<file path="src/rtl/snn_cfg_pkg.sv">
// ---------------------------------------------------------------------------
// snn_cfg_pkg
// Shared configuration for the spike window generator and the downstream
// MAC + NCHU neuron stage.
//   IMG_W / IMG_H : spike image geometry in pixels
//   K             : receptive-field edge; WIN_BITS = K*K window bits
//   MAC_WGT_BITS  : weight vector width used by the MAC (8 bits per tap)
// Also provides the counter / window typedefs and the window shift helper.
// ---------------------------------------------------------------------------
package snn_cfg_pkg;

  localparam int IMG_W        = 28;
  localparam int IMG_H        = 28;
  localparam int K            = 5;
  localparam int WIN_BITS     = K * K;
  localparam int MAC_WGT_BITS = WIN_BITS * 8;

  localparam int COL_W = $clog2(IMG_W);
  localparam int ROW_W = $clog2(IMG_H);

  typedef logic [COL_W-1:0]    col_t;
  typedef logic [ROW_W-1:0]    row_t;
  typedef logic [WIN_BITS-1:0] win_t;

  localparam col_t COL_LAST = col_t'(IMG_W - 1);
  localparam row_t ROW_LAST = row_t'(IMG_H - 1);
  // A window is complete once its bottom-right pixel sits at least K-1 rows
  // and K-1 columns into the frame.
  localparam col_t COL_GATE = col_t'(K - 1);
  localparam row_t ROW_GATE = row_t'(K - 1);

  // Shift the window one column to the left and insert a new rightmost
  // column. Window bit i*K+j holds row i (0 = oldest) and column j
  // (0 = leftmost); column[i] is the pixel for window row i.
  function automatic win_t win_shift(input win_t win, input logic [K-1:0] column);
    win_t res;
    for (int i = 0; i < K; i++) begin
      for (int j = 0; j < K - 1; j++) begin
        res[i*K + j] = win[i*K + j + 1];
      end
      res[i*K + K - 1] = column[i];
    end
    return res;
  endfunction

endpackage

</file>
<file path="src/rtl/spike_line_buffer.sv">
// ---------------------------------------------------------------------------
// spike_line_buffer
// Holds the K-1 most recent image lines, one K-1 bit word per column.
// Writing pixel din at column col pushes it into bit 0 of that column's word
// and moves the older lines one bit up, so the oldest line falls out.
// Ports:
//   clk    : system clock, rising edge
//   reset  : active-high reset; only blocks writes, contents are not cleared
//   wr_en  : write the accepted pixel this cycle
//   col    : column of the accepted pixel (read and write address)
//   din    : accepted pixel
//   dout   : older lines at column col; bit 0 = line r-1, bit K-2 = line r-(K-1)
// The read is combinational so the window column can be assembled in the
// same cycle the pixel is accepted (small LUT RAM, IMG_W x (K-1) bits).
// ---------------------------------------------------------------------------
module spike_line_buffer
  import snn_cfg_pkg::*;
(
  input  logic             clk,
  input  logic             reset,
  input  logic             wr_en,
  input  logic [COL_W-1:0] col,
  input  logic             din,
  output logic [K-2:0]     dout
);

  logic [K-2:0] mem [IMG_W];

  always_ff @(posedge clk) begin
    if (wr_en && !reset) begin
      mem[col] <= {mem[col][K-3:0], din};
    end
  end

  assign dout = mem[col];

endmodule

</file>
<file path="src/rtl/spike_window_gen.sv">
// ---------------------------------------------------------------------------
// spike_window_gen
// Turns a raster-scanned binary spike image into every valid KxK receptive
// field window, one window per accepted pixel once the window is complete.
// Ports:
//   clk        : system clock, rising edge
//   reset      : asynchronous, active-high reset
//   pix_in     : spike pixel (1 = spike)
//   pix_valid  : pix_in accepted this cycle
//   pix_sof    : start of frame, qualified by pix_valid; forces position (0,0)
//   pixels_out : registered window, bit i*K+j = image[r-(K-1)+i][c-(K-1)+j]
//   pulse      : one-cycle strobe, pixels_out updated this cycle
//   win_row    : row r of the window's bottom-right pixel
//   win_col    : column c of the window's bottom-right pixel
//   frame_done : high with pulse for the window ending at (IMG_H-1, IMG_W-1)
// Latency from accepted pixel to pulse is one cycle; no backpressure.
// ---------------------------------------------------------------------------
module spike_window_gen
  import snn_cfg_pkg::*;
(
  input  logic                clk,
  input  logic                reset,
  input  logic                pix_in,
  input  logic                pix_valid,
  input  logic                pix_sof,
  output logic [WIN_BITS-1:0] pixels_out,
  output logic                pulse,
  output logic [ROW_W-1:0]    win_row,
  output logic [COL_W-1:0]    win_col,
  output logic                frame_done
);

  col_t col_reg, col_next, cur_col;
  row_t row_reg, row_next, cur_row;
  win_t win_reg, win_next;

  logic [K-2:0] lb_dout;
  logic [K-1:0] column;
  logic         win_ready;

  // Position of the pixel on the input this cycle. A qualified start of
  // frame overrides whatever the counters hold.
  always_comb begin
    cur_col = col_reg;
    cur_row = row_reg;
    if (pix_sof) begin
      cur_col = '0;
      cur_row = '0;
    end
  end

  // Raster advance from the current position; wraps into a free-running
  // next frame after the last pixel.
  always_comb begin
    col_next = cur_col + col_t'(1);
    row_next = cur_row;
    if (cur_col == COL_LAST) begin
      col_next = '0;
      row_next = (cur_row == ROW_LAST) ? '0 : cur_row + row_t'(1);
    end
  end

  // Windows straddling a line wrap fail the column test; windows reaching
  // into lines from before a start of frame fail the row test.
  assign win_ready = (cur_row >= ROW_GATE) && (cur_col >= COL_GATE);

  spike_line_buffer u_line_buffer (
    .clk   (clk),
    .reset (reset),
    .wr_en (pix_valid),
    .col   (cur_col),
    .din   (pix_in),
    .dout  (lb_dout)
  );

  // New rightmost window column, oldest line at window row 0.
  generate
    for (genvar gi = 0; gi < K - 1; gi++) begin : g_column
      assign column[gi] = lb_dout[K-2-gi];
    end
  endgenerate
  assign column[K-1] = pix_in;

  assign win_next = win_shift(win_reg, column);

  always_ff @(posedge clk or posedge reset) begin
    if (reset) begin
      col_reg    <= '0;
      row_reg    <= '0;
      win_reg    <= '0;
      pixels_out <= '0;
      pulse      <= 1'b0;
      win_row    <= '0;
      win_col    <= '0;
      frame_done <= 1'b0;
    end else begin
      pulse      <= 1'b0;
      frame_done <= 1'b0;
      if (pix_valid) begin
        col_reg <= col_next;
        row_reg <= row_next;
        win_reg <= win_next;
        if (win_ready) begin
          pixels_out <= win_next;
          win_row    <= cur_row;
          win_col    <= cur_col;
          pulse      <= 1'b1;
          frame_done <= (cur_row == ROW_LAST) && (cur_col == COL_LAST);
        end
      end
    end
  end

endmodule

</file>
<file path="config.mk">
export PLATFORM = sky130hd
export DESIGN_NAME = spike_window_gen
export DESIGN_NICKNAME = d
export VERILOG_FILES = /design/src/rtl/snn_cfg_pkg.sv /design/src/rtl/spike_line_buffer.sv /design/src/rtl/spike_window_gen.sv
export SDC_FILE = /design/constraint.sdc
export NUM_CORES = 1
export LEC_CHECK = 0
export ABC_AREA = 1
export BUFFER_PORTS_ARGS = -buffer_cell sky130_fd_sc_hd__buf_2
export CORE_ASPECT_RATIO = 0.75
export CORE_MARGIN = 10
export CORE_UTILIZATION = 46
export CTS_BUF_LIST = sky130_fd_sc_hd__clkbuf_4 sky130_fd_sc_hd__clkbuf_8 sky130_fd_sc_hd__clkbuf_16
export DETAILED_ROUTE_END_ITERATION = 6
export GPL_TIMING_DRIVEN = 1
export PLACE_DENSITY = 0.65
export SKIP_LAST_GASP = 1
export SLEW_MARGIN = 10
export SYNTH_ARGS = -nofsm -noshare
export SYNTH_HDL_FRONTEND = slang
export SYNTH_SLANG_ARGS = --single-unit
export TNS_END_PERCENT = 50
</file>
<file path="constraint.sdc">
create_clock -name clk -period 1.89 [get_ports clk]
set_input_delay 0.0945 -clock clk [delete_from_list [all_inputs] [get_ports clk]]
set_output_delay 0.0945 -clock clk [all_outputs]
set_load 0.01 [all_outputs]
</file>
==> results of run 1 <==
## layer usage
metal / part of all wire, % / vias to the layer above
li1: - / 2740
met1: 49 / 2631
met2: 44 / 163
met3: 6.6 / 20
met4: 1.2 / 0
met5: 0 / -
## cells in the final DEF, fill, tap and decap left out, drive strengths merged, types with 6 or more instances in the layout
master,count
nand2,301
buf,121
edfxtp,112
inv,103
dfrtp,67
nand3,54
o21ai,50
nor2,47
clkbuf,18
nand4,6
o22ai,6
clkinv,6
## synthesized netlist by cell type (all sizes together)
cell	number
inv	94
nor2	47
nor3	3
nand2	298
dfrtp	67
o21bai	2
buf	23
edfxtp	112
o211ai	1
o22ai	6
clkbuf	5
o21ai	50
nand3	54
ha	3
nand4	6
a21oi	5
xor2	1
## power breakdown
part           switching (W)  internal (W)
Combinational       0.000770      0.000479
Sequential          0.000106       0.00447
Clock                0.00168       0.00177
Total                0.00255       0.00672
## metrics by stage
step           setup WS (ns)  total power [W]  hold slack (ns)  setup TNS (ns)  util, %
6_report             0.01532         0.009279           0.1569               0    58.30
2_1_floorplan       -0.07259         0.005266           0.1934          -2.033        -
5_1_grt             -0.05867         0.009656           0.1751          -1.989    58.30
4_1_cts              0.01470         0.009248           0.1426               0    57.19
3_3_place_gp        -0.01208         0.005743           0.1707         -0.1873    52.99
3_5_place_dp        -0.05378         0.005762           0.1642          -2.124    52.99
## kinds of logic after synthesis
family	share of synthesized area, %
simple gates	22.25
compound gates	4.415
buf+inv	7.103
flops	65.62
xor+xnor	0.1141
fa+ha+maj	0.4888
## worst max-delay path, delay by kind of cell (launching register included)
kind          cells  cell delay (ns)
simple gates      8             0.59
flops             1             0.44
buf+inv           3             0.57
## what timing repair did
action	in CTS	in global routing
setup buffers	2	6
setup endpoints to repair	93	99
hold buffers	1	0
pin swaps	2	2
gates cloned	4	1
resized for setup	1	23
endpoints found under the hold margin	21	0
## area by class of cell
class,instances,area share [%]
flip-flops and latches,179,53.32
multi-input cells,479,23.24
repair buffers,123,10.63
clock buffers,17,4.500
inverters,94,3.812
well taps,210,2.779
clock inverters,15,1.720
## worst paths after layout
check / to / slack (ns)
max in group asynchronous: col_reg[0] / 1.05
max reg2reg: u_line_buffer.mem[25][3] / 0.02
max: u_line_buffer.mem[25][3] / 0.02
min in group asynchronous: win_reg[9] / 0.23
min reg2reg: pixels_out[14] / 0.47
min: win_reg[9] / 0.16
==> out/qor.txt, run 1 <==
FF-to-FF path depth = 11
register area = 5041 um2
Max Cap Viol = 0
Yosys top cell by area = edfxtp_1
Hold Crit Depth = 5
Tmin final = 1.875 ns
TritonCTS Buffers = 17
RSZ-0062 raised after global routing = yes
area taken by multi-input logic gates = 2197 um2
initial antenna violation count = 0
Skew-Pair Late Insertion Delay = 0.44 ns
Clock Skews = 0.008984 ns
Final setup viols = 0
fin nets = 902
final hold vios = 0
Seq/Total Area, Yosys = 65.62%
vias = 5,554
Die Ht = 131.9 um
WL per Instance = 16.44 um
DP Area = 8593 um2
status = finished clean
maximum VDD drop = 0.6293 mV
slowest stage delay, CP = 0.44 ns
fin crit share = 99.19%
CTS Root Buffer Type = clkbuf_16
r2r startpoint = col_reg[0]
Initial Utilization = 47.36%
met1 GRT Util = 24.23%
slowest CP cell = dfrtp_2
post-route ant nets = 0
drt via density = 4.972
Mapped Nets = 785
Synth top area share = 43.79%
Slew Viols, Final = 0
Inst Count DP = 1,071
Power Density = 981.4 nW/um2
remaining global-route overflow = 0
fin cells = 1,117
Hold Path Origin = pix_valid
Initial DRC Count = 569
crit end category = register
CP startpoint kind = register
Die Wd = 169.2 um
post-DP HPWL = 11,690 um
Synth area leaders = edfxtp_1, dfrtp_1, nand2_1
cells after synthesis = 777
num rows = 40
IO Count = 42
busiest layer in global routing = met1
Worst Path Max Fanout = 16
kind of critical path = reg -> reg
met3 Track Usage GR = 4.023%
# diodes = 0
WL final = 18,360 um
CTS HTree Levels = 4
layout cell share with drive strength beyond 1 = 21.06%
first-pass GRT wire length = 29,240 um
largest net degree at the start of global routing = 49
Slew @ Worst Pin = 0.6030 ns
crit path cell chain = buf_4, buf_4, nand3_1, nand2_1, nand2_1, nand2_1, nand2_1, nand2_1, nand2_1, nand4_1, buf_4
TritonCTS clock tree = built
CP dominant cell by count = nand2_1
First-pass DRT Iterations = 5
P_leak = 4.357 nW
DRC = 0
vias in the first global route = 5,297
M2 GR Usage = 23.75%
synthesized area = 7680 um2
die footprint = 22,320 um2
WP data arrival = 2.05 ns
synth warn = 0
Rel. slew slack = 59.80%
# clock sinks = 179
Total Routing Usage GR = 16.67%
Worst Path Required = 2.06 ns
Buffers on Ports = 41
area grow syn2layout = 23.10%
max reg flops = 112
fmax = 533.4 MHz
Syn Area/Cell = 9.884 um2
Yosys cell types = 30
crit path from = col_reg[0]
Final GP Congestion = 0.8808
HP Class = in -> reg
post-route cell area = 9454 um2
CTS clk-pin slew, worst paths = 0.07 ns
synthesized flop and latch total = 179
fill count = 1,354
CTS Buffer Depth = 2
Std-Cell Core Area = 16,220 um2
Power figures use the tool's default switching activity.
==> run 2: changes to the inputs <==
--- a/config.mk
+++ b/config.mk
@@ -14,6 +14,7 @@
 export DETAILED_ROUTE_END_ITERATION = 6
 export GPL_TIMING_DRIVEN = 1
 export PLACE_DENSITY = 0.65
+export RECOVER_POWER = 100
 export SKIP_LAST_GASP = 1
 export SLEW_MARGIN = 10
 export SYNTH_ARGS = -nofsm -noshare
==> run 2 against run 1 <==
Critical path type unchanged; critical path depth unchanged; maximum frequency increased by 0.11%; largest cell class unchanged; highest routed layer unchanged; sequential cell count unchanged.
==> out/qor.txt, run 2 (synthesis results as in run 1) <==
area grow syn2layout = 22.30%
remaining global-route overflow = 0 (unchanged)
CTS Buffer Depth = 2 (unchanged)
TritonCTS Buffers = 17 (unchanged)
maximum VDD drop = 0.6315 mV (+0.34%)
post-route ant nets = 0 (unchanged)
CP top delay family = simple AND/OR/NAND/NOR gates
TritonCTS clock tree = built
setup tns final = 0 ns (unchanged)
IO Count = 42 (unchanged)
# diodes = 0 (unchanged)
CTS Root Buffer Type = clkbuf_16
Top Metal Used = met4
met3 WL = 1186 um (-2.6%)
largest net degree at the start of global routing = 49 (unchanged)
DRC = 0 (unchanged)
Die Wd = 169.2 um (unchanged)
CP dominant cell by count = nand2_1
fill count = 1,377 (+1.7%)
Initial DRC Count = 584 (+2.6%)
RSZ-0062 raised after global routing = yes
initial antenna violation count = 0 (unchanged)
Rel. slew slack = 4.004% (-56 points)
Total Routing Usage GR = 16.67% (unchanged)
# clock sinks = 179 (unchanged)
post-DP HPWL = 11,690 um (unchanged)
crit end category = register
Tmin final = 1.873 ns (-0.002088 ns)
crit path to = u_line_buffer.mem[11][3]
Final setup viols = 0 (unchanged)
die footprint = 22,320 um2 (unchanged)
routed wl met2 = 7973 um (-0.20%)
CTS HTree Levels = 4 (unchanged)
kind of critical path = reg -> reg
Worst Path Required = 2.06 ns (about the same)
final hold vios = 0 (unchanged)
vias = 5,538 (-0.29%)
vias in the first global route = 5,297 (unchanged)
CP Buf/Inv Count = 3 (unchanged)
status = finished clean
Clock Skews = 0.01076 ns (+0.001774 ns)
WL final = 18,380 um (+0.14%)
Skew-Pair Late Insertion Delay = 0.44 ns (about the same)
Slew @ Worst Pin = 1.440 ns (+0.8370 ns)
crit path cell chain = buf_4, buf_4, nand3_1, nand2_1, nand2_1, nand2_1, nand2_1, nand2_1, nand2_1, nand4_1, buf_4
WL per Instance = 16.46 um (+0.14%)
CP startpoint kind = register
P_leak = 4.196 nW (-3.7%)
first-pass GRT wire length = 29,240 um (unchanged)
Final GP Congestion = 0.8808 (unchanged)
fin nets = 902 (unchanged)
layout cell share with drive strength beyond 1 = 16.65% (-4.4 points)
drt via density = 4.958 (-0.29%)
r2r endpoint = u_line_buffer.mem[11][3]
First-pass DRT Iterations = 5 (unchanged)
crit path from = col_reg[0]
Buffers on Ports = 41 (unchanged)
slowest CP cell = dfrtp_2
num rows = 40 (unchanged)
met1 WL = 8998 um (+0.80%)
Max Cap Viol = 0 (unchanged)
Worst Path Max Fanout = 16 (unchanged)
Final Power = 0.009258 W (-0.22%)
Slew Viols, Final = 0 (unchanged)
slowest stage delay, CP = 0.44 ns (about the same)
reg2reg setup slack = 0.02 ns (about the same)
WP data arrival = 2.04 ns (about the same)
Initial Utilization = 47.36% (unchanged)
fin crit share = 99.08% (-0.11 points)
Die Ht = 131.9 um (unchanged)
CTS clk-pin slew, worst paths = 0.07 ns (about the same)
max reg flops = 112 (unchanged)
fmax = 534.0 MHz (+0.11%)
most common cell after layout, fill and taps aside = nand2_1
commonest cells after routing, fill and taps aside = nand2_1, edfxtp_1, inv_1
Std-Cell Core Area = 16,220 um2 (unchanged)
HP Class = in -> reg
Power Density = 985.6 nW/um2 (+0.43%)
FF-to-FF path depth = 11 (unchanged)
post-route cell area = 9393 um2 (-0.65%)
critical path depth in cells = 11 (unchanged)
r2r startpoint = col_reg[0]
DP Area = 8593 um2 (unchanged)
[run 2: changes by cell type in the layout (fill, tap and decap cells not counted)]
cell | previous run | this run
inv_1 | 86 | 87
inv_2 | 5 | 4
buf_2 | 41 | 2
buf_12 | 10 | 9
clkbuf_4 | 0 | 1
clkbuf_1 | 0 | 39
[run 2: final cells by class]
class	instances	area (um2)	share of cell area, %
Sequential cell	179	5041	53.67
Multi-Input combinational cell	479	2197	23.39
Timing Repair Buffer	123	943.4	10.04
Clock buffer	17	425.4	4.529
Inverter	94	360.3	3.836
Tap cell	210	262.8	2.797
Clock inverter	15	162.7	1.732
[run 2: metrics by stage]
step | hold slack (ns) | cells | utilization [%] | setup slack, ns
detailed placement | 0.1642 | 1071 | 52.99 | -0.05378
CTS | 0.1426 | 1110 | 57.19 | 0.01470
global placement | 0.1707 | 1071 | 52.99 | -0.01208
global route | 0.1751 | 1117 | 57.92 | -0.05867
floorplan | 0.1934 | 777 | - | -0.07259
finish | 0.1564 | 1117 | 57.92 | 0.01741
[run 2: report_power, final]
part	leakage, nW	internal (W)	switching, W
Combinational	2.01	0.000453	0.000766
Sequential	1.89	0.00447	0.000109
Clock	0.292	0.00177	0.00168
[run 2: worst min-delay path, stage by stage]
cell	delay, ns
buf_2	0.13
inv_1	0.06
buf_4	0.17
nand2_1	0.06
nand2_1	0.04
[run 2: layer usage]
layer	GRT usage, %	vias up
met3	4.023	18
met4	5.502	0
met1	24.23	2624
met5	0	-
met2	23.75	155
li1	-	2741
[run 2: worst min path at each step]
stage                     startpoint                       to  slack (ns)  depth (start not counted)
final                      pix_valid               win_reg[9]        0.16                          5
after floorplan               pix_in  u_line_buffer.mem[0][0]        0.19                          0
after global routing       pix_valid               win_reg[9]        0.18                          5
after detailed placement       reset               col_reg[1]        0.16                          2
after global placement         reset               col_reg[1]        0.17                          2
after CTS                  pix_valid               win_reg[9]        0.14                          5
[run 2: repair_timing]
action | in CTS | in global routing
endpoints found under the setup margin | 93 | 99
buffers inserted | 2 | 6
hold buffers | 1 | 0
resized for setup | 1 | 23
cloned | 4 | 1
hold endpoints to repair | 21 | 0
pin swaps | 2 | 2
==> run 3: changes to the inputs <==
==> constraint.sdc (replaced) <==
create_clock -name clk -period 1.89 [get_ports clk]
set_input_delay 0.0945 -clock clk [delete_from_list [all_inputs] [get_ports clk]]
set_output_delay 0.0945 -clock clk [all_outputs]
set_load 0.1 [all_outputs]
==> run 3 against run 2 <==
Via count up 1.1%; clock skew about the same; count of clock-buffer cells in the layout unchanged; sequential cell count unchanged; final area up 0.49%; non-clock buffer count unchanged; clock power about the same; critical endpoint unchanged.
==> out/qor.txt, run 3 (synthesis results as in run 1) <==
status = finished clean
fin crit share = 99.59% (+0.52 points)
post-route ant nets = 0 (unchanged)
CTS Buffer Depth = 2 (unchanged)
crit path cell chain = buf_4, buf_4, nand3_1, nand2_1, nand2_1, nand2_1, nand2_1, nand2_1, nand2_1, nand4_1, buf_4
first-pass GRT wire length = 29,240 um (unchanged)
most common cell after layout, fill and taps aside = nand2_1
Max Cap Viol = 0 (unchanged)
commonest cells after routing, fill and taps aside = nand2_1, edfxtp_1, inv_1
num rows = 40 (unchanged)
Hold Path Origin = pix_valid
slowest CP cell = dfrtp_2
WP data arrival = 2.06 ns (+0.02 ns)
register area = 5041 um2 (unchanged)
Initial DRC Count = 577 (-1.2%)
DP Area = 8593 um2 (unchanged)
r2r endpoint = u_line_buffer.mem[11][3]
vias in the first global route = 5,297 (unchanged)
fmax = 531.3 MHz (-0.52%)
Worst Path Max Fanout = 16 (unchanged)
fin cells = 1,117 (unchanged)
largest net degree at the start of global routing = 49 (unchanged)
maximum VDD drop = 0.6283 mV (-0.49%)
Die Wd = 169.2 um (unchanged)
TritonCTS Buffers = 17 (unchanged)
initial antenna violation count = 0 (unchanged)
Slew Viols, Final = 0 (unchanged)
kind of critical path = reg -> reg
P_leak = 4.348 nW (+3.6%)
area grow syn2layout = 22.91%
fin nets = 902 (unchanged)
CTS Root Buffer Type = clkbuf_16
Final setup viols = 0 (unchanged)
DRC = 0 (unchanged)
IO Count = 42 (unchanged)
Tmin final = 1.882 ns (+0.009734 ns)
Skew-Pair Late Insertion Delay = 0.44 ns (about the same)
TritonCTS clock tree = built
remaining global-route overflow = 0 (unchanged)
CP startpoint kind = register
CP dominant cell by count = nand2_1
Power Density = 1043 nW/um2 (+5.8%)
First-pass DRT Iterations = 5 (unchanged)
CP Buf/Inv Count = 3 (unchanged)
FF-to-FF path depth = 11 (unchanged)
WL per Instance = 16.43 um (-0.16%)
Initial Utilization = 47.36% (unchanged)
drt via density = 5.012 (+1.1%)
final hold vios = 0 (unchanged)
Hold Crit Depth = 5 (unchanged)
crit end category = register
HP Class = in -> reg
Worst Path Required = 2.06 ns (about the same)
post-route cell area = 9439 um2 (+0.49%)
post-DP HPWL = 11,690 um (unchanged)
Final Power = 0.009844 W (+6.3%)
CTS clk-pin slew, worst paths = 0.07 ns (about the same)
r2r startpoint = col_reg[0]
setup tns final = 0 ns (unchanged)
Clock Skews = 0.01065 ns (-0.0001084 ns)
WL final = 18,350 um (-0.16%)
# diodes = 0 (unchanged)
reg2reg setup slack = 0.008 ns (about the same)
die footprint = 22,320 um2 (unchanged)
slowest stage delay, CP = 0.44 ns (about the same)
# clock sinks = 179 (unchanged)
hold slack = 0.1531 ns (-0.003256 ns)
CP top delay family = simple AND/OR/NAND/NOR gates
WHS Endpoint = win_reg[9]
Std-Cell Core Area = 16,220 um2 (unchanged)
Final GP Congestion = 0.8808 (unchanged)
RSZ-0062 raised after global routing = yes
Rel. slew slack = 4.196% (+0.19 points)
layout cell share with drive strength beyond 1 = 20.73% (+4.1 points)
max reg flops = 112 (unchanged)
Buffers on Ports = 41 (unchanged)
Total Routing Usage GR = 16.67% (unchanged)
Inst Count DP = 1,071 (unchanged)
vias = 5,598 (+1.1%)
Slew @ Worst Pin = 1.437 ns (-0.002878 ns)
CTS HTree Levels = 4 (unchanged)
Die Ht = 131.9 um (unchanged)
fill count = 1,357 (-1.5%)
area taken by multi-input logic gates = 2197 um2 (unchanged)
## run 3: worst max-delay path by stage
stage	cells past startpoint	endpoint	startpoint
2_1_floorplan	9	u_line_buffer.mem[0][3]	col_reg[0]
3_3_place_gp	10	u_line_buffer.mem[11][2]	col_reg[0]
3_5_place_dp	11	u_line_buffer.mem[23][1]	col_reg[0]
4_1_cts	11	u_line_buffer.mem[10][2]	col_reg[0]
5_1_grt	14	win_reg[19]	col_reg[0]
6_report	11	u_line_buffer.mem[11][3]	col_reg[0]
## run 3: repair_timing
item                       4_1_cts  5_1_grt
resized for setup                1       23
setup endpoints to repair       93       99
pin swaps                        2        2
hold buffers                     1        0
hold endpoints to repair        21        0
setup buffers                    2        6
cloned                           4        1
## run 3: through the flow
step / util [%] / setup slack [ns]
finish: 58.21 / 0.007671
global route: 58.21 / -0.05867
CTS: 57.19 / 0.01470
detailed placement: 52.99 / -0.05378
global placement: 52.99 / -0.01208
floorplan: - / -0.07259
## run 3: where the power goes
| part | total [W] | switching (W) | internal (W) |
|---|---|---|---|
| clock network | 0.00345 | 0.00168 | 0.00177 |
| logic | 0.00181 | 0.00134 | 0.000475 |
| registers | 0.00458 | 0.000106 | 0.00447 |
## run 3: area by class of cell
class	instances	share of cell area, %
Clock inverter	15	1.723
Inverter	94	3.818
Clock buffer	17	4.507
Multi-Input combinational cell	479	23.28
Timing Repair Buffer	123	10.49
Sequential cell	179	53.41
Tap cell	210	2.784
## run 3: tightest hold or removal path, stage by stage
cell and delay, ns:
buf_2 0.14, inv_1 0.06, buf_4 0.17, nand2_1 0.06
nand2_1 0.04
## run 3: layer usage
| metal | track usage [%] | up-vias | part of all wire [%] |
|---|---|---|---|
| met5 | 0 | - | 0 |
| met3 | 4.023 | 18 | 7.4 |
| met1 | 24.23 | 2658 | 48 |
| met2 | 23.75 | 180 | 44 |
| met4 | 5.502 | 0 | 1.2 |
| li1 | - | 2742 | - |
